### src/rtl/axi_lite_regfile_slave.sv
`default_nettype none
// ============================================================================
// Module   : axi_lite_regfile_slave
// Purpose  : AXI4-Lite slave register file with independent AW/W acceptance,
//            per-byte write strobes, OKAY/SLVERR responses and a registered
//            mirror of one register for the display pins.
// Ports    : clk, rst (async, active high)
//            AW : awaddr_i, awvalid_i, awready_o
//            W  : wdata_i, wstrb_i, wvalid_i, wready_o
//            B  : bresp_o, bvalid_o, bready_i
//            AR : araddr_i, arvalid_i, arready_o
//            R  : rdata_o, rresp_o, rvalid_o, rready_i
//            disp_out_o : live copy of register DISP_REG
// Revision : 1.0 - initial release
// ============================================================================
module axi_lite_regfile_slave #(
  parameter int unsigned ADDR_W   = 4,
  parameter int unsigned DATA_W   = 8,
  parameter int unsigned NREGS    = 16,
  parameter int unsigned DISP_REG = 0
) (
  input  logic                clk,
  input  logic                rst,
  input  logic [ADDR_W-1:0]   awaddr_i,
  input  logic                awvalid_i,
  output logic                awready_o,
  input  logic [DATA_W-1:0]   wdata_i,
  input  logic [DATA_W/8-1:0] wstrb_i,
  input  logic                wvalid_i,
  output logic                wready_o,
  output logic [1:0]          bresp_o,
  output logic                bvalid_o,
  input  logic                bready_i,
  input  logic [ADDR_W-1:0]   araddr_i,
  input  logic                arvalid_i,
  output logic                arready_o,
  output logic [DATA_W-1:0]   rdata_o,
  output logic [1:0]          rresp_o,
  output logic                rvalid_o,
  input  logic                rready_i,
  output logic [DATA_W-1:0]   disp_out_o
);

  localparam int unsigned STRB_W    = DATA_W / 8;
  localparam logic [1:0]  RESP_OKAY = 2'b00;
  localparam logic [1:0]  RESP_SERR = 2'b10;

  typedef enum logic [1:0] {
    WR_IDLE    = 2'd0,
    WR_HAVE_AW = 2'd1,
    WR_HAVE_W  = 2'd2,
    WR_RESP    = 2'd3
  } wr_state_t;

  typedef enum logic [0:0] {
    RD_IDLE = 1'b0,
    RD_RESP = 1'b1
  } rd_state_t;

  // Register storage and channel state
  logic [DATA_W-1:0] regs_q [NREGS];
  wr_state_t         wr_state_q;
  rd_state_t         rd_state_q;
  logic              awready_q, wready_q, bvalid_q;
  logic [1:0]        bresp_q;
  logic [ADDR_W-1:0] addr_q;
  logic [DATA_W-1:0] data_q;
  logic [STRB_W-1:0] strb_q;
  logic              arready_q, rvalid_q;
  logic [1:0]        rresp_q;
  logic [DATA_W-1:0] rdata_q;
  logic [DATA_W-1:0] disp_q;

  // Commit path (combinational view of the write that lands on this edge)
  logic              aw_hs, w_hs, ar_hs;
  logic              commit_en, commit_ok;
  logic [ADDR_W-1:0] commit_addr;
  logic [DATA_W-1:0] commit_data;
  logic [STRB_W-1:0] commit_strb;
  logic [DATA_W-1:0] rd_val;
  logic              rd_ok;
  logic [DATA_W-1:0] disp_d;

  function automatic logic in_range(input logic [ADDR_W-1:0] a);
    return 32'(a) < NREGS;
  endfunction

  function automatic logic [DATA_W-1:0] merge_bytes(input logic [DATA_W-1:0] old_v,
                                                   input logic [DATA_W-1:0] new_v,
                                                   input logic [STRB_W-1:0] strb);
    logic [DATA_W-1:0] res;
    res = old_v;
    for (int b = 0; b < int'(STRB_W); b++) begin
      if (strb[b]) res[8*b +: 8] = new_v[8*b +: 8];
    end
    return res;
  endfunction

  assign aw_hs = awvalid_i & awready_q;
  assign w_hs  = wvalid_i  & wready_q;
  assign ar_hs = arvalid_i & arready_q;

  // The address/data pair that commits depends on which half arrived first:
  // the latched half comes from *_q, the half handshaking now from the bus.
  always_comb begin
    commit_en   = 1'b0;
    commit_addr = addr_q;
    commit_data = data_q;
    commit_strb = strb_q;
    case (wr_state_q)
      WR_IDLE: begin
        if (aw_hs && w_hs) begin
          commit_en   = 1'b1;
          commit_addr = awaddr_i;
          commit_data = wdata_i;
          commit_strb = wstrb_i;
        end
      end
      WR_HAVE_AW: begin
        if (w_hs) begin
          commit_en   = 1'b1;
          commit_data = wdata_i;
          commit_strb = wstrb_i;
        end
      end
      WR_HAVE_W: begin
        if (aw_hs) begin
          commit_en   = 1'b1;
          commit_addr = awaddr_i;
        end
      end
      default: commit_en = 1'b0;
    endcase
    commit_ok = in_range(commit_addr);
  end

  // Read mux; out-of-range addresses match no entry and return zero
  always_comb begin
    rd_val = '0;
    for (int i = 0; i < int'(NREGS); i++) begin
      if (araddr_i == ADDR_W'(i)) rd_val = regs_q[i];
    end
    rd_ok = in_range(araddr_i);
  end

  // Display mirror tracks the register's next value so it changes on the
  // same edge as the register itself.
  always_comb begin
    disp_d = regs_q[DISP_REG];
    if (commit_en && commit_ok && (commit_addr == ADDR_W'(DISP_REG))) begin
      disp_d = merge_bytes(regs_q[DISP_REG], commit_data, commit_strb);
    end
  end

  // Register array and display mirror
  always_ff @(posedge clk or posedge rst) begin
    if (rst) begin
      for (int i = 0; i < int'(NREGS); i++) regs_q[i] <= '0;
      disp_q <= '0;
    end else begin
      for (int i = 0; i < int'(NREGS); i++) begin
        if (commit_en && commit_ok && (commit_addr == ADDR_W'(i))) begin
          regs_q[i] <= merge_bytes(regs_q[i], commit_data, commit_strb);
        end
      end
      disp_q <= disp_d;
    end
  end

  // Write FSM. Ready flags are registered; IDLE re-arms them one cycle after
  // reset or after a B handshake.
  always_ff @(posedge clk or posedge rst) begin
    if (rst) begin
      wr_state_q <= WR_IDLE;
      awready_q  <= 1'b0;
      wready_q   <= 1'b0;
      bvalid_q   <= 1'b0;
      bresp_q    <= RESP_OKAY;
      addr_q     <= '0;
      data_q     <= '0;
      strb_q     <= '0;
    end else begin
      case (wr_state_q)
        WR_IDLE: begin
          if (aw_hs && w_hs) begin
            awready_q  <= 1'b0;
            wready_q   <= 1'b0;
            bvalid_q   <= 1'b1;
            bresp_q    <= commit_ok ? RESP_OKAY : RESP_SERR;
            wr_state_q <= WR_RESP;
          end else if (aw_hs) begin
            addr_q     <= awaddr_i;
            awready_q  <= 1'b0;
            wready_q   <= 1'b1;
            wr_state_q <= WR_HAVE_AW;
          end else if (w_hs) begin
            data_q     <= wdata_i;
            strb_q     <= wstrb_i;
            wready_q   <= 1'b0;
            awready_q  <= 1'b1;
            wr_state_q <= WR_HAVE_W;
          end else begin
            awready_q  <= 1'b1;
            wready_q   <= 1'b1;
          end
        end
        WR_HAVE_AW: begin
          if (w_hs) begin
            wready_q   <= 1'b0;
            bvalid_q   <= 1'b1;
            bresp_q    <= commit_ok ? RESP_OKAY : RESP_SERR;
            wr_state_q <= WR_RESP;
          end
        end
        WR_HAVE_W: begin
          if (aw_hs) begin
            awready_q  <= 1'b0;
            bvalid_q   <= 1'b1;
            bresp_q    <= commit_ok ? RESP_OKAY : RESP_SERR;
            wr_state_q <= WR_RESP;
          end
        end
        WR_RESP: begin
          if (bready_i) begin
            bvalid_q   <= 1'b0;
            wr_state_q <= WR_IDLE;
          end
        end
        default: wr_state_q <= WR_IDLE;
      endcase
    end
  end

  // Read FSM. Data is sampled from regs_q before any same-edge commit, so a
  // colliding write is not visible to the read.
  always_ff @(posedge clk or posedge rst) begin
    if (rst) begin
      rd_state_q <= RD_IDLE;
      arready_q  <= 1'b0;
      rvalid_q   <= 1'b0;
      rresp_q    <= RESP_OKAY;
      rdata_q    <= '0;
    end else begin
      case (rd_state_q)
        RD_IDLE: begin
          if (ar_hs) begin
            arready_q  <= 1'b0;
            rvalid_q   <= 1'b1;
            rdata_q    <= rd_ok ? rd_val : '0;
            rresp_q    <= rd_ok ? RESP_OKAY : RESP_SERR;
            rd_state_q <= RD_RESP;
          end else begin
            arready_q  <= 1'b1;
          end
        end
        RD_RESP: begin
          if (rready_i) begin
            rvalid_q   <= 1'b0;
            rd_state_q <= RD_IDLE;
          end
        end
        default: rd_state_q <= RD_IDLE;
      endcase
    end
  end

  assign awready_o  = awready_q;
  assign wready_o   = wready_q;
  assign bvalid_o   = bvalid_q;
  assign bresp_o    = bresp_q;
  assign arready_o  = arready_q;
  assign rvalid_o   = rvalid_q;
  assign rresp_o    = rresp_q;
  assign rdata_o    = rdata_q;
  assign disp_out_o = disp_q;

endmodule
`default_nettype wire
### config.mk
export PLATFORM = sky130hd
export DESIGN_NAME = axi_lite_regfile_slave
export DESIGN_NICKNAME = d
export VERILOG_FILES = /design/src/rtl/axi_lite_regfile_slave.sv
export SDC_FILE = /design/constraint.sdc
export NUM_CORES = 1
export LEC_CHECK = 0
export ABC_CLOCK_PERIOD_IN_PS = 9400
export CAP_MARGIN = 10
export CELL_PAD_IN_SITES_DETAIL_PLACEMENT = 2
export CELL_PAD_IN_SITES_GLOBAL_PLACEMENT = 2
export CORE_MARGIN = 2
export CORE_UTILIZATION = 30
export DETAILED_ROUTE_END_ITERATION = 16
export GPL_TIMING_DRIVEN = 0
export PLACE_DENSITY_LB_ADDON = 0.2
export SYNTH_ARGS = -nofsm -noshare
export SYNTH_HDL_FRONTEND = slang
export SYNTH_SLANG_ARGS = --single-unit
### constraint.sdc
create_clock -name clk -period 9.4 [get_ports clk]
set_input_delay 2.82 -clock clk [delete_from_list [all_inputs] [get_ports clk]]
set_output_delay 2.82 -clock clk [all_outputs]
set_load 0.02 [all_outputs]
# Yosys cells after proc, flatten, opt, wreduce, memory -nomap -nowiden

Index checks and enable logic that the tools add are counted.

Shift-type cells: 0
Add/sub/neg operators: 0
Bitwise logic cells: 6
Reduce and logical (&&, ||, !) cells: 48
Multiply operators: 0
Multiplexer cells: 61
Div/mod/pow operators: 0
Eq/ne operators: 40
Magnitude comparators: 0

Operator list:

| cell               | count |
|---|---|
| $mux 8             | 18 |
| $eq 4x4->1 const B | 16 |
| $reduce_and 2->1   | 21 |
| $eq 4x3->1 const B | 8 |
| $mux 1             | 21 |
| $mux 2             | 9 |
| $logic_and 1x1->1  | 17 |
| $eq 4x2->1 const B | 4 |
| $pmux 8 s2         | 1 |
| $ne 2x2->1 const B | 6 |
| $reduce_and 4->1   | 3 |
| $pmux 1 s2         | 5 |
| $eq 4x1->1 const B | 2 |
| $logic_not 4->1    | 2 |
| $mux 4             | 2 |
| $pmux 2 s4         | 1 |
| $pmux 4 s2         | 1 |
| $pmux 2 s3         | 1 |
| $eq 2x2->1 const B | 2 |
| $ne 4x4->1 const B | 1 |
| $pmux 1 s4         | 1 |
| $reduce_bool 2->1  | 2 |
| $and 1x1->1        | 3 |
| $not 1->1          | 3 |
| other kinds (5)    | 5 |

Logic and storage cells: 183
Bits of input ports: 24
Memories kept: 0
Latch bits: 0
Bits in registers: 159
Memory bits (read-only): 0
Output and inout port bits: 25
Memory bits (writable): 0

# Longest topological paths before layout

Gate-level depths: netlist of the first run.

Depth in word-level cells: 17
Depth in mapped cells: 10
Depth with buffers taken out: 7

# Worst setup path before layout of the first run

OpenSTA, ideal clock, no wires.

Path kind: input to register
Start: in awvalid_i
End: reg regs_q[100] (netlist name)
Slack: 4.399 ns
Required time: 9.275 ns
Library setup time: 0.125 ns
Cell stages on the path: 9
Buffers on the path: 4
Arrival time: 4.875 ns
Cell sequence: buf_6 > and3_4 > buf_6 > a22o_1 > or3_1 > buf_2 > or4b_1 > buf_6 > mux2_4

Longest elaborated chain between the ends: 7
Elaborated cells between the ends (all ways): 15
Those cells by class: eq/ne (1); mux (10); bitwise (1); reduce/logical (3)

RTL lines:

| what                          | line | RTL |
|---|---|---|
| start, declared               | 25   | `input logic awvalid_i,` |
| $and 1x1->1 (*)               | 99   | `assign aw_hs = awvalid_i & awready_q;` |
| $logic_and 1x1->1             | 112  | `if (aw_hs && w_hs) begin` |
| $mux 4                        | 112  |  |
| $pmux 4 s2                    | 110  | `case (wr_state_q)` |
| $eq 4x2->1                    | 162  | `if (commit_en && commit_ok && (commit_addr == ADDR_W'(i))) begin` |
| $logic_and 1x1->1             | 162  |  |
| $reduce_and 2->1 (no line)    | n/a  |  |
| end signal, assigned by index | 163  | `regs_q[i] <= merge_bytes(regs_q[i], commit_data, commit_strb);` |
| end, declared                 | 61   | `logic [DATA_W-1:0] regs_q [NREGS];` |

Every way passes the cells marked *; elsewhere a longest branch is shown, timed or not.
A chain may end at the register's enable or synchronous reset.

# Final worst setup path of the first run

Start: in wvalid_i
End: reg regs_q[78] (netlist name)

Longest elaborated chain between the ends: 7
Elaborated cells between the ends (all ways): 16
Those cells by class: eq/ne (1); mux (11); bitwise (1); reduce/logical (3)

RTL lines:

| what                       | line | RTL |
|---|---|---|
| start, declared            | 29   | `input logic wvalid_i,` |
| $and 1x1->1 (*)            | 100  | `assign w_hs = wvalid_i & wready_q;` |
| $logic_and 1x1->1          | 112  |  |
| $mux 4                     | 112  |  |
| $pmux 4 s2                 | 110  |  |
| $eq 4x3->1                 | 162  |  |
| $logic_and 1x1->1          | 162  |  |
| $reduce_and 2->1 (no line) | n/a  |  |

Marked as above.

==> summary.txt, run 1 <==
Status
  – Outcome: finished clean

Route
  – Post-route DRC violation count: 0
  – DR vias/cell: 5.417
  – Vias: 5818
  – Routed Antenna Nets: 0
  – Drt pass-1 iters: 4
  – Post-Route WL: 26260 um
  – Avg WL per Cell: 24.45 um
  – Iteration-0 DRC count of the detailed router: between 200 and 300

Setup path
  – CP cell instances: clkdlybuf4s50_1, and2_1, buf_2, o21ai_1, a32oi_1, buf_2, nor3_2, mux2_2
  – Startpoint Class: primary input
  – Cell repeated most along the worst path: buf_2
  – CP endpoint kind: flip-flop
  – Crit Path Max Fanout: 10
  – Worst Path Arrival: 6.15 ns
  – Crit path largest cell delay: 1.00 ns
  – Crit path max-delay family: simple AND/OR/NAND/NOR gates
  – Critical Path RT: 9.71 ns
  – Kind of critical path: primary input to flip-flop
  – Slowest CP cell: nor3_2
  – WP buf/inv: 3

Yosys
  – Post-synthesis area per instance: roughly 12 sq um
  – Synth Area in Compound Gates: 12.06%
  – Synth Register Bits: 157
  – Mapped Cells: 657
  – Mux cell area share after synthesis: 26.68%
  – Synth Area in Simple Gates: 7.684%
  – Post-Synth XOR/XNOR Area: 0%
  – Adder-Cell Fraction of Synth Area: 0.7684%
  – Synth Flop Type: dfrtp_1
  – Cell Area, Synth: 8142 sq um
  – Ys async rst share: 100.0%
  – Post-synth EDFFs: 0
  – Distinct cells, synth: 64
  – Sequential element share of the synthesized area: between 40% and 50%
  – Yosys Warn Count: 0
  – Main combinational cell family by area after synthesis: multiplexers

Die
  – Chip height: 168.7 um
  – I/O Pins: 49
  – Initial Util: 30.38%
  – CORE AREA: 26800 sq um
  – Site Rows: 60
  – Die W: 168.7 um
  – Die area: roughly 28000 sq um

Clock tree
  – Clock Sinks: 157
  – Clock Root Buffer: clkbuf_16
  – # Post-CTS Setup Buffers: 0
  – Clock Path Buffers: 2
  – Cts repair resizes: 0
  – TritonCTS clock tree: yes
  – Clock Latency Late Sink: 0.43 ns
  – CTS clk-pin slew, worst paths: about 0.070 ns
  – CTS buffer count: 17
  – Max H-tree Level: 4
  – Hold-fix buffers, CTS: 0

Placed design
  – Inst Count DP: 1043
  – RePlAce Congestion: 0.8018
  – Post-DP Area: 9025 sq um
  – DPL Wire Length: 18670 um
  – PortBufs: 41

Final layout
  – Post-route insts no fill: roughly 1.1k
  – Most frequent cells in the layout: dfrtp_1 (157), mux2_2 (142), clkdlybuf4s50_1 (41)
  – Inserted Diodes: 0
  – Leading cell type in the layout, fill and taps excluded: dfrtp_1
  – Final Cell Area: between 9000 and 10000 sq um
  – Layout area overhead: 18.70%
  – Layout cells sized above 1: 31.79%
  – Nets: 750

Timing
  – Slew @ Worst Pin: 1.197 ns
  – Slew headroom: between 15 and 20%
  – Final Max Tran Viols: 0
  – Final hold violations: 0
  – Achievable frequency: 171.1 MHz
  – Period Utilization, post-route: around 62%
  – Final Critical Period: 5.845 ns
  – Post-Route Skew: approximately 0.013 ns
  – Fin Setup TNS: 0 ns
  – # setup viols final: 0
  – RSZ-0062 raised after global routing: no

Flow run
  – Max-cap violations: 0

Power
  – Comb power frac: 38.8%
  – Switching share of power: 36.89%
  – Internal cell power: 1.976 mW
  – LEAKAGE: between 4 and 5 nW
  – Worst vdd ir: 0.0001253 V
  – Sequential Power Share: around 37%
  – Power density over cell area: 324.0 nW/um^2
  – Tot Pwr: 3.131 mW
  – Clock share of power: 24.4%
  – P_sw: 1.155 mW

Global routing
  – Total GRT Usage: 19.47%
  – Vias in the first global route: about 6.6k
  – Largest net degree at the start of global routing: 104
  – First-pass GRT wire length: roughly 42000 um
  – GRT Residual Overflow: 0
  – Initial antenna violation count: 0

Min path
  – Hold Crit Class: flip-flop to flip-flop
[final timing paths]
path	from	endpoint	slack (ns)	depth (start not counted)
worst min-delay path	rvalid_o$_DFFE_PP0P_	rvalid_o$_DFFE_PP0P_	0.48	2
worst max-delay path	wvalid_i	regs_q[78]$_DFFE_PP0P_	3.55	8
min in group asynchronous	rst	disp_out_o[2]$_DFFE_PP0P_	2.79	2
worst max register to register	wr_state_q[1]$_DFFE_PP0P_	regs_q[78]$_DFFE_PP0P_	5.56	9
worst min register to register	rvalid_o$_DFFE_PP0P_	rvalid_o$_DFFE_PP0P_	0.48	2
max in group asynchronous	rst	regs_q[12]$_DFFE_PP0P_	5.71	3
[Yosys cell counts, types with 9 or more instances]
master / count / area, sq um
dfrtp_1: 157 / 3929
mux2_2: 142 / 1599
clkbuf_1: 36 / 135.1
o21ai_0: 26 / 130.1
nand2_1: 23 / 86.33
a21oi_1: 18 / 90.09
mux2i_1: 16 / 160.2
a22oi_1: 15 / 112.6
nor2_1: 15 / 56.30
inv_1: 14 / 52.55
buf_4: 13 / 97.59
mux4_2: 13 / 292.8
a22o_1: 9 / 78.83
o21a_1: 9 / 67.56
[cell type report]
| cell class | instances | area, sq um |
|---|---|---|
| Fill cell | 2754 | 17140 |
| Sequential cell | 157 | 3929 |
| Multi-Input combinational cell | 427 | 3857 |
| Clock buffer | 19 | 452.9 |
| Timing Repair Buffer | 42 | 437.9 |
| Tap cell | 341 | 426.7 |
| Buffer | 61 | 310.3 |
| Clock inverter | 12 | 186.4 |
| Inverter | 15 | 63.81 |
[power groups by stage]
stage | clock [mW] | combinational [mW] | sequential (mW)
3_5_place_dp | 0 | 1.22 | 1.16
5_1_grt | 0.808 | 1.33 | 1.19
6_report | 0.764 | 1.21 | 1.15
4_1_cts | 0.780 | 1.23 | 1.15
2_1_floorplan | 0 | 0.819 | 1.12
3_3_place_gp | 0 | 1.17 | 1.14
[cells by family (layout without fill, tap and decap cells)]
group	count (synthesis)	in the layout
adder cells (fa/ha/maj)	5	5
AND/OR/NAND/NOR	99	99
flip-flops	157	157
buffers and inverters	76	149
other	1	4
multiplexers	179	179
AO/OA/AOI/OAI	140	140
[per-stage QoR]
step	hold WS, ns	setup slack (ns)	util (%)
floorplan	0.4727	2.345	-
global placement	0.4691	0.07055	33.54
finish	0.4811	3.555	36.06
detailed placement	0.4698	3.115	33.67
global route	0.5203	3.365	36.06
CTS	0.4886	3.523	36.06
[worst register-to-register path: cells and delay by family (launching register included)]
kind / cells / cell delay [ns]
simple gates: 2 / 1.20
compound gates: 2 / 0.82
flops: 1 / 0.41
fa+ha+maj: 1 / 0.18
buf+inv: 3 / 0.66
mux: 1 / 0.44
[layer usage]
metal	vias up	wire, um	track usage (%)
li1	2582	-	-
met1	3117	11800	25.46
met2	92	13510	34.02
met3	27	650	2.782
met4	0	306	4.760
met5	-	0	0
[state kept, by name, summed over array words and instances, names as in the netlist]
signal      cells
rdata_o         8
bvalid_o        1
strb_q          1
wready_o        1
rvalid_o        1
disp_out_o      8
awready_o       1
addr_q          4
arready_o       1
data_q          8
wr_state_q      2
rd_state_q      1
regs_q        120
Power figures use the tool's default switching activity.
==> run 2: changes to the inputs <==
Settings changed: ABC_CLOCK_PERIOD_IN_PS 9400 to 5880.
Clock period 9.4 ns to 5.88 ns, I/O delays scaled along.
==> summary.txt, run 2 (synthesis results as in run 1) <==
Global routing
  – Initial antenna violation count: 0 (unchanged)
  – Total GRT Usage: 19.68% (+0.22 points)
  – First-pass GRT wire length: 41940 um (+1.0%)
  – GRT Residual Overflow: 0 (unchanged)
  – Largest net degree at the start of global routing: 43 (-59%)
  – Vias in the first global route: 6673 (+1.4%)

Route
  – Vias: 5843 (+0.43%)
  – Drt pass-1 iters: 4 (unchanged)
  – Avg WL per Cell: 24.73 um (+1.1%)
  – Max layer used: met4
  – DR vias/cell: 5.420 (about the same)
  – Post-Route WL: 26660 um (+1.5%)
  – Wl on met1: 11770 um (-0.25%)
  – Routed Antenna Nets: 0 (unchanged)
  – Post-route DRC violation count: 0 (unchanged)
  – Routed wl met2: 14020 um (+3.8%)
  – Iteration-0 DRC count of the detailed router: 348 (+39%)
  – Met3 WL post-DR: 662 um (+1.8%)

Setup path
  – Startpoint Class: primary input
  – Reg2reg end: regs_q[78]$_DFFE_PP0P_
  – Worst Path Arrival: 5.10 ns (-1.05 ns)
  – CP endpoint kind: flip-flop
  – Critical Path RT: 6.19 ns (-3.52 ns)
  – Kind of critical path: primary input to flip-flop
  – Flop-to-flop setup slack: 2.06 ns (-3.50 ns)
  – Crit Path Max Fanout: 10 (unchanged)
  – R2R cell count: 9 (unchanged)
  – Reg2reg start: wr_state_q[1]$_DFFE_PP0P_

Die
  – Die W: 168.7 um (unchanged)
  – Die area: 28470 sq um (unchanged)
  – CORE AREA: 26800 sq um (unchanged)
  – I/O Pins: 49 (unchanged)
  – Chip height: 168.7 um (unchanged)
  – Site Rows: 60 (unchanged)
  – Initial Util: 30.38% (unchanged)

Clock tree
  – CTS buffer count: 17 (unchanged)
  – Cts repair resizes: 0 (unchanged)
  – CTS clk-pin slew, worst paths: 0.06 ns (about the same)
  – Clock Path Buffers: 2 (unchanged)
  – Hold-fix buffers, CTS: 0 (unchanged)
  – Max H-tree Level: 4 (unchanged)
  – Clock Root Buffer: clkbuf_16
  – Clock Latency Late Sink: 0.43 ns (about the same)
  – Clock Sinks: 157 (unchanged)
  – TritonCTS clock tree: yes
  – # Post-CTS Setup Buffers: 0 (unchanged)

Final layout
  – Inserted Diodes: 0 (unchanged)
  – Layout cells sized above 1: 31.89% (+0.099 points)
  – Leading cell type in the layout, fill and taps excluded: dfrtp_1
  – Post-route insts no fill: 1078 (+0.37%)
  – Final core utilization: 36.13% (+0.065 points)
  – Max FFs per register: 120 (unchanged)
  – Biggest register: regs_q
  – Layout area overhead: 18.92%
  – Most frequent cells in the layout: dfrtp_1 (157), mux2_2 (142), clkdlybuf4s50_1 (41)
  – Nets: 753 (+0.40%)

Timing
  – Post-Route Skew: 0.01396 ns (+0.001345 ns)
  – RSZ-0062 raised after global routing: no
  – Slew headroom: 21.10% (+1.3 points)
  – Final Max Tran Viols: 0 (unchanged)
  – Fin Setup TNS: 0 ns (unchanged)
  – Worst hold margin: 0.4995 ns (+0.01842 ns)
  – Final hold violations: 0 (unchanged)
  – # setup viols final: 0 (unchanged)
  – Period Utilization, post-route: between 80% and 90%
  – Final Critical Period: 4.798 ns
  – Slew @ Worst Pin: 1.177 ns (-0.01987 ns)
  – Achievable frequency: 208.4 MHz

Min path
  – WHS Endpoint: rdata_o[6]$_DFFE_PP0P_
  – Hold Crit Class: flip-flop to flip-flop
  – Hold path depth: 2 (unchanged)
  – Min-Delay Startpoint: rdata_o[6]$_DFFE_PP0P_

Placed design
  – Inst Count DP: 1046 (+0.29%)
  – DPL Wire Length: 19180 um (+2.7%)
  – RePlAce Congestion: 0.7845 (-2.2%)
  – PortBufs: 41 (unchanged)

Power
  – Worst vdd ir: 0.0001832 V (+46%)
  – Power density over cell area: 512.5 nW/um^2 (+58%)
  – LEAKAGE: 4.307 nW (+0.22%)

Flow run
  – Max-cap violations: 0 (unchanged)

Status
  – Outcome: finished clean
## run 2: cell types whose count changed in the layout (fill, tap and decap cells not counted), sizes merged
| cell | before | now |
|---|---|---|
| buf | 26 | 29 |
| bufinv | 4 | 3 |
| clkbuf | 55 | 56 |
| clkinv | 4 | 5 |
## run 2: critical path: stages
cell and delay, ns:
clkdlybuf4s50_1 0.52, and2_1 0.21, buf_2 0.17, o21ai_1 0.34
a32oi_1 0.35, buf_2 0.33, nor3_2 0.98, mux2_2 0.43
## run 2: through the flow
step                area, sq um  worst slack (ns)  power, mW
floorplan                  8157             1.935      3.106
global placement           8994            0.7121      3.687
detailed placement         9074            0.6681      3.818
CTS                        9682             1.122      5.007
global route               9682            0.9437      5.283
finish                     9682             1.082      4.962
## run 2: routing by layer
metal | GRT usage, % | vias up
met4 | 3.673 | 0
met1 | 25.50 | 3142
li1 | - | 2606
met5 | 0 | -
met3 | 2.899 | 12
met2 | 35.16 | 83
## run 2: power breakdown
part | internal [mW] | switching, mW
Combinational | 0.882 | 1.07
Sequential | 1.55 | 0.299
Clock | 0.686 | 0.483
Total | 3.11 | 1.85
## run 2: final cells by class
type | count | area, sq um
Fill cell | 2761 | 17120
Multi-Input combinational cell | 427 | 3857
Buffer | 61 | 310.3
Clock inverter | 12 | 161.4
Timing Repair Buffer | 45 | 490.5
Sequential cell | 157 | 3929
Tap cell | 341 | 426.7
Inverter | 15 | 60.06
Clock buffer | 20 | 446.7
## run 2: worst max path at each step
stage | startpoint | to | slack (ns) | depth (start not counted)
floorplan | awvalid_i | regs_q[100]$_DFFE_PP0P_ | 1.94 | 9
global placement | rst | regs_q[14]$_DFFE_PP0P_ | 0.71 | 2
detailed placement | wvalid_i | regs_q[78]$_DFFE_PP0P_ | 0.67 | 8
CTS | wvalid_i | regs_q[78]$_DFFE_PP0P_ | 1.12 | 8
global route | wvalid_i | regs_q[78]$_DFFE_PP0P_ | 0.94 | 8
finish | wvalid_i | regs_q[78]$_DFFE_PP0P_ | 1.08 | 8
==> run 3: changes to the inputs <==
Settings changed: ABC_CLOCK_PERIOD_IN_PS 5880 to 4100.
Clock period 5.88 ns to 4.1 ns, I/O delays scaled along.
==> summary.txt, run 3 (synthesis results as in run 1) <==
Status
  – Outcome: finished clean

Global routing
  – Total GRT Usage: 19.69% (about the same)
  – GRT Residual Overflow: 0 (unchanged)
  – Largest net degree at the start of global routing: 43 (unchanged)
  – First-pass GRT wire length: 41960 um (about the same)
  – Initial antenna violation count: 0 (unchanged)
  – Vias in the first global route: 6668 (-0.075%)

Route
  – Max layer used: met4
  – Post-Route WL: 26720 um (+0.24%)
  – Vias: 5904 (+1.0%)
  – Iteration-0 DRC count of the detailed router: 317 (-8.9%)
  – Post-route DRC violation count: 0 (unchanged)
  – Wl on met1: 11640 um (-1.1%)
  – Met3 WL post-DR: 828 um (+25%)
  – DR vias/cell: 5.472 (+0.95%)
  – Routed Antenna Nets: 0 (unchanged)
  – Routed wl met2: 14010 um (about the same)
  – Drt pass-1 iters: 4 (unchanged)
  – Avg WL per Cell: 24.76 um (+0.14%)

Power
  – Power density over cell area: 734.4 nW/um^2 (+43%)
  – LEAKAGE: 4.368 nW (+1.4%)
  – Worst vdd ir: 0.0002699 V (+47%)

Clock tree
  – Clock Path Buffers: 2 (unchanged)
  – Clock Root Buffer: clkbuf_16
  – Clock Sinks: 157 (unchanged)
  – Hold-fix buffers, CTS: 0 (unchanged)
  – Max H-tree Level: 4 (unchanged)
  – Clock Latency Late Sink: 0.43 ns (about the same)
  – CTS buffer count: 17 (unchanged)
  – CTS clk-pin slew, worst paths: 0.07 ns (about the same)
  – TritonCTS clock tree: yes

Timing
  – Achievable frequency: 247.0 MHz
  – Slew @ Worst Pin: 1.022 ns (-0.1547 ns)
  – Period Utilization, post-route: 98.73%
  – Post-Route Skew: 0.01251 ns (-0.001452 ns)
  – Final Max Tran Viols: 0 (unchanged)
  – RSZ-0062 raised after global routing: yes
  – Slew headroom: 31.12% (+10 points)
  – Final hold violations: 0 (unchanged)
  – # setup viols final: 0 (unchanged)
  – Final Critical Period: 4.048 ns
  – Worst hold margin: 0.4999 ns (+0.0003920 ns)

Die
  – Die area: 28470 sq um (unchanged)
  – Die W: 168.7 um (unchanged)
  – Initial Util: 30.38% (unchanged)
  – Site Rows: 60 (unchanged)
  – Chip height: 168.7 um (unchanged)
  – I/O Pins: 49 (unchanged)
  – CORE AREA: 26800 sq um (unchanged)

Setup path
  – Slowest CP cell: o221ai_1
  – Kind of critical path: primary input to flip-flop
  – Reg2reg end: regs_q[113]$_DFFE_PP0P_
  – Reg2reg start: wr_state_q[1]$_DFFE_PP0P_
  – WP buf/inv: 2 (-1)
  – CP cell instances: clkdlybuf4s50_1, and4_1, clkbuf_1, a22oi_1, o221ai_1, or4b_1, mux2_2
  – Flop-to-flop setup slack: 0.51 ns (-1.55 ns)
  – R2R cell count: 9 (unchanged)
  – Crit path largest cell delay: 0.65 ns (-0.33 ns)
  – CP endpoint kind: flip-flop
  – Worst Path Arrival: 4.36 ns (-0.74 ns)
  – Crit path max-delay family: buffers and inverters
  – Critical Path RT: 4.41 ns (-1.78 ns)
  – Crit Path Max Fanout: 9 (-1)
  – Startpoint Class: primary input

Min path
  – Min-Delay Startpoint: rvalid_o$_DFFE_PP0P_
  – Hold path depth: 2 (unchanged)
  – Hold Crit Class: flip-flop to flip-flop
  – WHS Endpoint: rvalid_o$_DFFE_PP0P_

Final layout
  – Biggest register: regs_q
  – Max FFs per register: 120 (unchanged)
  – Most frequent cells in the layout: dfrtp_1 (157), mux2_2 (142), clkdlybuf4s50_1 (41)
  – Inserted Diodes: 0 (unchanged)
  – Layout cells sized above 1: 32.79% (+0.91 points)
  – Final Cell Area: 9754 sq um (+0.75%)
  – Nets: 754 (+0.13%)
  – Fill count: 2748 (-0.47%)
  – Leading cell type in the layout, fill and taps excluded: dfrtp_1
  – Layout area overhead: 19.81%

Placed design
  – PortBufs: 41 (unchanged)
  – DPL Wire Length: 19180 um (unchanged)
  – Post-DP Area: 9074 sq um (unchanged)
  – RePlAce Congestion: 0.7845 (unchanged)

Flow run
  – Max-cap violations: 0 (unchanged)
## run 3: cell types whose count changed in the layout (fill, tap and decap cells not counted), sizes merged
cell / delta
buf: +1
clkbuf: -1
clkdlybuf4s15: +1
## run 3: how the worst max path moves through the flow
stage,from,end,depth (start not counted)
final,wvalid_i,regs_q[16]$_DFFE_PP0P_,7
after global routing,wvalid_i,regs_q[112]$_DFFE_PP0P_,8
after CTS,wvalid_i,regs_q[27]$_DFFE_PP0P_,8
after detailed placement,wvalid_i,regs_q[78]$_DFFE_PP0P_,8
after global placement,rst,regs_q[14]$_DFFE_PP0P_,2
after floorplan,awvalid_i,regs_q[100]$_DFFE_PP0P_,9
## run 3: routing by layer
layer / up-vias / track usage, %
met5: - / 0
met4: 0 / 3.673
met3: 17 / 2.899
met2: 95 / 35.16
met1: 3191 / 25.51
li1: 2601 / -
## run 3: power by group
part / switching, mW / total (mW) / internal (mW)
clock network: 0.701 / 1.68 / 0.983
logic: 1.56 / 2.84 / 1.27
registers: 0.427 / 2.64 / 2.22
## run 3: cell type report
class	instances	area (sq um)	share of cell area [%]
sequential	157	3929	40.28
multi-input combinational	427	3896	39.94
timing repair buffer	47	518.0	5.310
clock buffer	20	446.7	4.579
tap	341	426.7	4.374
buffer	60	316.6	3.245
clock inverter	12	161.4	1.655
inverter	15	60.06	0.6157
## run 3: metrics by stage
step                TNS, ns  setup WS [ns]  utilization (%)  instances  total power [mW]
floorplan                 0         0.6895                -        660             4.454
finish                    0        0.05207            36.40       1079             7.164
global placement    -110.55        -0.5339            33.56       1042             5.288
global route         -2.554        -0.1487            36.40       1079             7.625
detailed placement   -45.74        -0.5779            33.86       1046             5.476
CTS                       0        0.01700            36.24       1077             7.210
## run 3: worst min-delay path, stage by stage (launching register included)
cell and delay (ns):
dfrtp_1 0.35, nand2_1 0.06, nand2_1 0.06
## run 3: repair_timing
item,in CTS,in global routing
gates resized for setup,7,5
pin swaps,0,2
endpoints found under the setup margin,34,58
buffers inserted,0,2
gates cloned,0,0
==> RTL change: new RTL, settings of run 3 <==
Re-encode `wr_state_t` (4 states) as Gray code, 2 bits wide.
--- a/src/rtl/axi_lite_regfile_slave.sv
+++ b/src/rtl/axi_lite_regfile_slave.sv
@@ -46,10 +46,10 @@
   localparam logic [1:0]  RESP_SERR = 2'b10;
 
   typedef enum logic [1:0] {
-    WR_IDLE    = 2'd0,
-    WR_HAVE_AW = 2'd1,
-    WR_HAVE_W  = 2'd2,
-    WR_RESP    = 2'd3
+    WR_IDLE    = 2'b00,
+    WR_HAVE_AW = 2'b01,
+    WR_HAVE_W  = 2'b11,
+    WR_RESP    = 2'b10
   } wr_state_t;
 
   typedef enum logic [0:0] {
Formal check against the unedited RTL: no difference found for any inputs over 4 cycles, from zero or initial values and one cycle with rst high; so few cycles prove little.
==> RTL change against run 3 <==
- worst setup slack improved by 0.14 ns
- first-iteration DRC count fell by 32%
- via count fell by 5.5%
- final area fell by 3.4%
- global-route usage fell by 1.1 points
- non-clock buffer count fell by 14
- power fell by 9.0%
- sequential cell count did not move
- synthesized area fell by 3.2%
- routed wire length fell by 7.7%
- highest routed layer unchanged
==> RTL change: results (changes against run 3) <==
- The first-pass GRT wire length is 39.4 mm (-6.1%).
- The area growth from synthesis to layout is 19.6%.
- The number of clock buffers in the layout is 19 (-5.0%).
- The headroom to the max-slew limit is 0.368 (+0.0564).
- The largest net degree at the start of global routing is 38 (-12%).
- The flop-to-flop setup slack is 0.62 ns (+0.11 ns).
- Counting instances in the post-synthesis netlist gives the leading cell types as 157 x sky130_fd_sc_hd__dfrtp_1, 143 x sky130_fd_sc_hd__mux2_2, 33 x sky130_fd_sc_hd__nand2_1.
- Yosys attributes the largest share of cell area to sky130_fd_sc_hd__dfrtp_1 50%, sky130_fd_sc_hd__mux2_2 20%, sky130_fd_sc_hd__mux4_2 3.4%, sky130_fd_sc_hd__mux2i_1 2.4%, sky130_fd_sc_hd__o21ai_0 1.8%.
- The complex-gate fraction of the synthesized area came to 0.0999 (-0.0207).
- The share of final layout cell area taken by non-clock buffers is 0.0788 (-0.00678).
- The HPWL after detailed placement is 18.0 mm (-6.2%).
- The flow ran to the end, and the final reports show no timing, DRC or antenna violations.
- The proportion of layout cells with a drive suffix above 1 is 0.322 (-0.00569).
- The share of cell area taken by muxes after synthesis is 0.280 (+0.0132).
- The non-clock inverter instance count of the final layout came to 8 (-7).
- The mean post-synth cell area is 12.3 um2 (-0.52%).
- The stage delay of the slowest cell on the critical path is 0.60 ns (-0.05 ns).
- The number of unique standard cell types used by synthesis is 56 (-13%).
- The number of global-route vias before repair is 6,526 (-2.1%).
- The arrival time of data at the critical path endpoint was 4.22 ns (-0.14 ns).
- The area fraction of clock buffers and clock inverters is 0.0643 (+0.00195).
- The number of multi-input logic gates is 430 (+0.70%).
- The leakage dissipation is 4.28 nW (-2.1%).
- The worst clock skew came to 0.00911 ns (-0.00339 ns).
- The register area share after synthesis is 0.499 (+0.0162).
- The number of cells on the worst reg-to-reg path is 8 (-1).
- The global-route total usage across every layer is 0.186 (-0.0112).
- The filler cell count is 2,650 (-3.6%).
- The peak supply drop is 0.252 mV (-6.5%).
- The slowest stage of the critical path belongs to the cell sky130_fd_sc_hd__clkdlybuf4s50_1.
- The endpoint identified for the worst register-to-register timing path is regs_q[22].
- The placement-stage cell area was 8800 um2 (-3.0%).
- The layout net count was 736 (-2.4%).
- The post-detailed-route wirelength per cell is 23.4 um (-5.6%).
## RTL change: cell types whose count changed in the layout (fill, tap and decap cells not counted), moves of 6 or more
cell,before,now
sky130_fd_sc_hd__a21oi_1,18,26
sky130_fd_sc_hd__clkbuf_1,35,25
sky130_fd_sc_hd__inv_1,13,6
sky130_fd_sc_hd__nand2_1,23,33
sky130_fd_sc_hd__nand2b_1,4,11
sky130_fd_sc_hd__nand3_1,5,15
sky130_fd_sc_hd__nor3_4,7,0
sky130_fd_sc_hd__o21a_1,9,3
## RTL change: layer usage
layer / track usage / part of all wire / routed length [um]
met1: 0.232 / 0.44 / 10900
met2: 0.337 / 0.52 / 12900
met3: 0.0305 / 0.026 / 642
met4: 0.0401 / 0.010 / 246
met5: 0 / 0 / 0
## RTL change: tightest hold or removal path: cells and delay by family, from the launching register on
kind / cells / cell delay [ns]
AND/OR/NAND/NOR: 2 / 0.10
flip-flops: 1 / 0.34
## RTL change: how the worst max path moves through the flow
| stage | startpoint | end | slack (ns) | cells after the start |
|---|---|---|---|---|
| final | awvalid_i | regs_q[22] | 0.19 | 8 |
| after CTS | awvalid_i | regs_q[95] | 0.11 | 7 |
| after global placement | araddr_i[0] | rdata_o[6] | -0.61 | 8 |
| after detailed placement | araddr_i[0] | rdata_o[6] | -0.62 | 8 |
| after floorplan | wvalid_i | regs_q[24] | 0.80 | 7 |
| after global routing | awvalid_i | regs_q[115] | 0.007 | 7 |
## RTL change: power by group
| part | internal (mW) | switching, mW |
|---|---|---|
| clock network | 0.977 | 0.668 |
| logic | 1.07 | 1.34 |
| registers | 2.11 | 0.359 |
## RTL change: what timing repair did
item,in CTS,in global routing
setup endpoints to repair,5,33
resized for setup,2,5
setup buffers,0,1
endpoints found under the hold margin,0,0
pin swaps,0,1
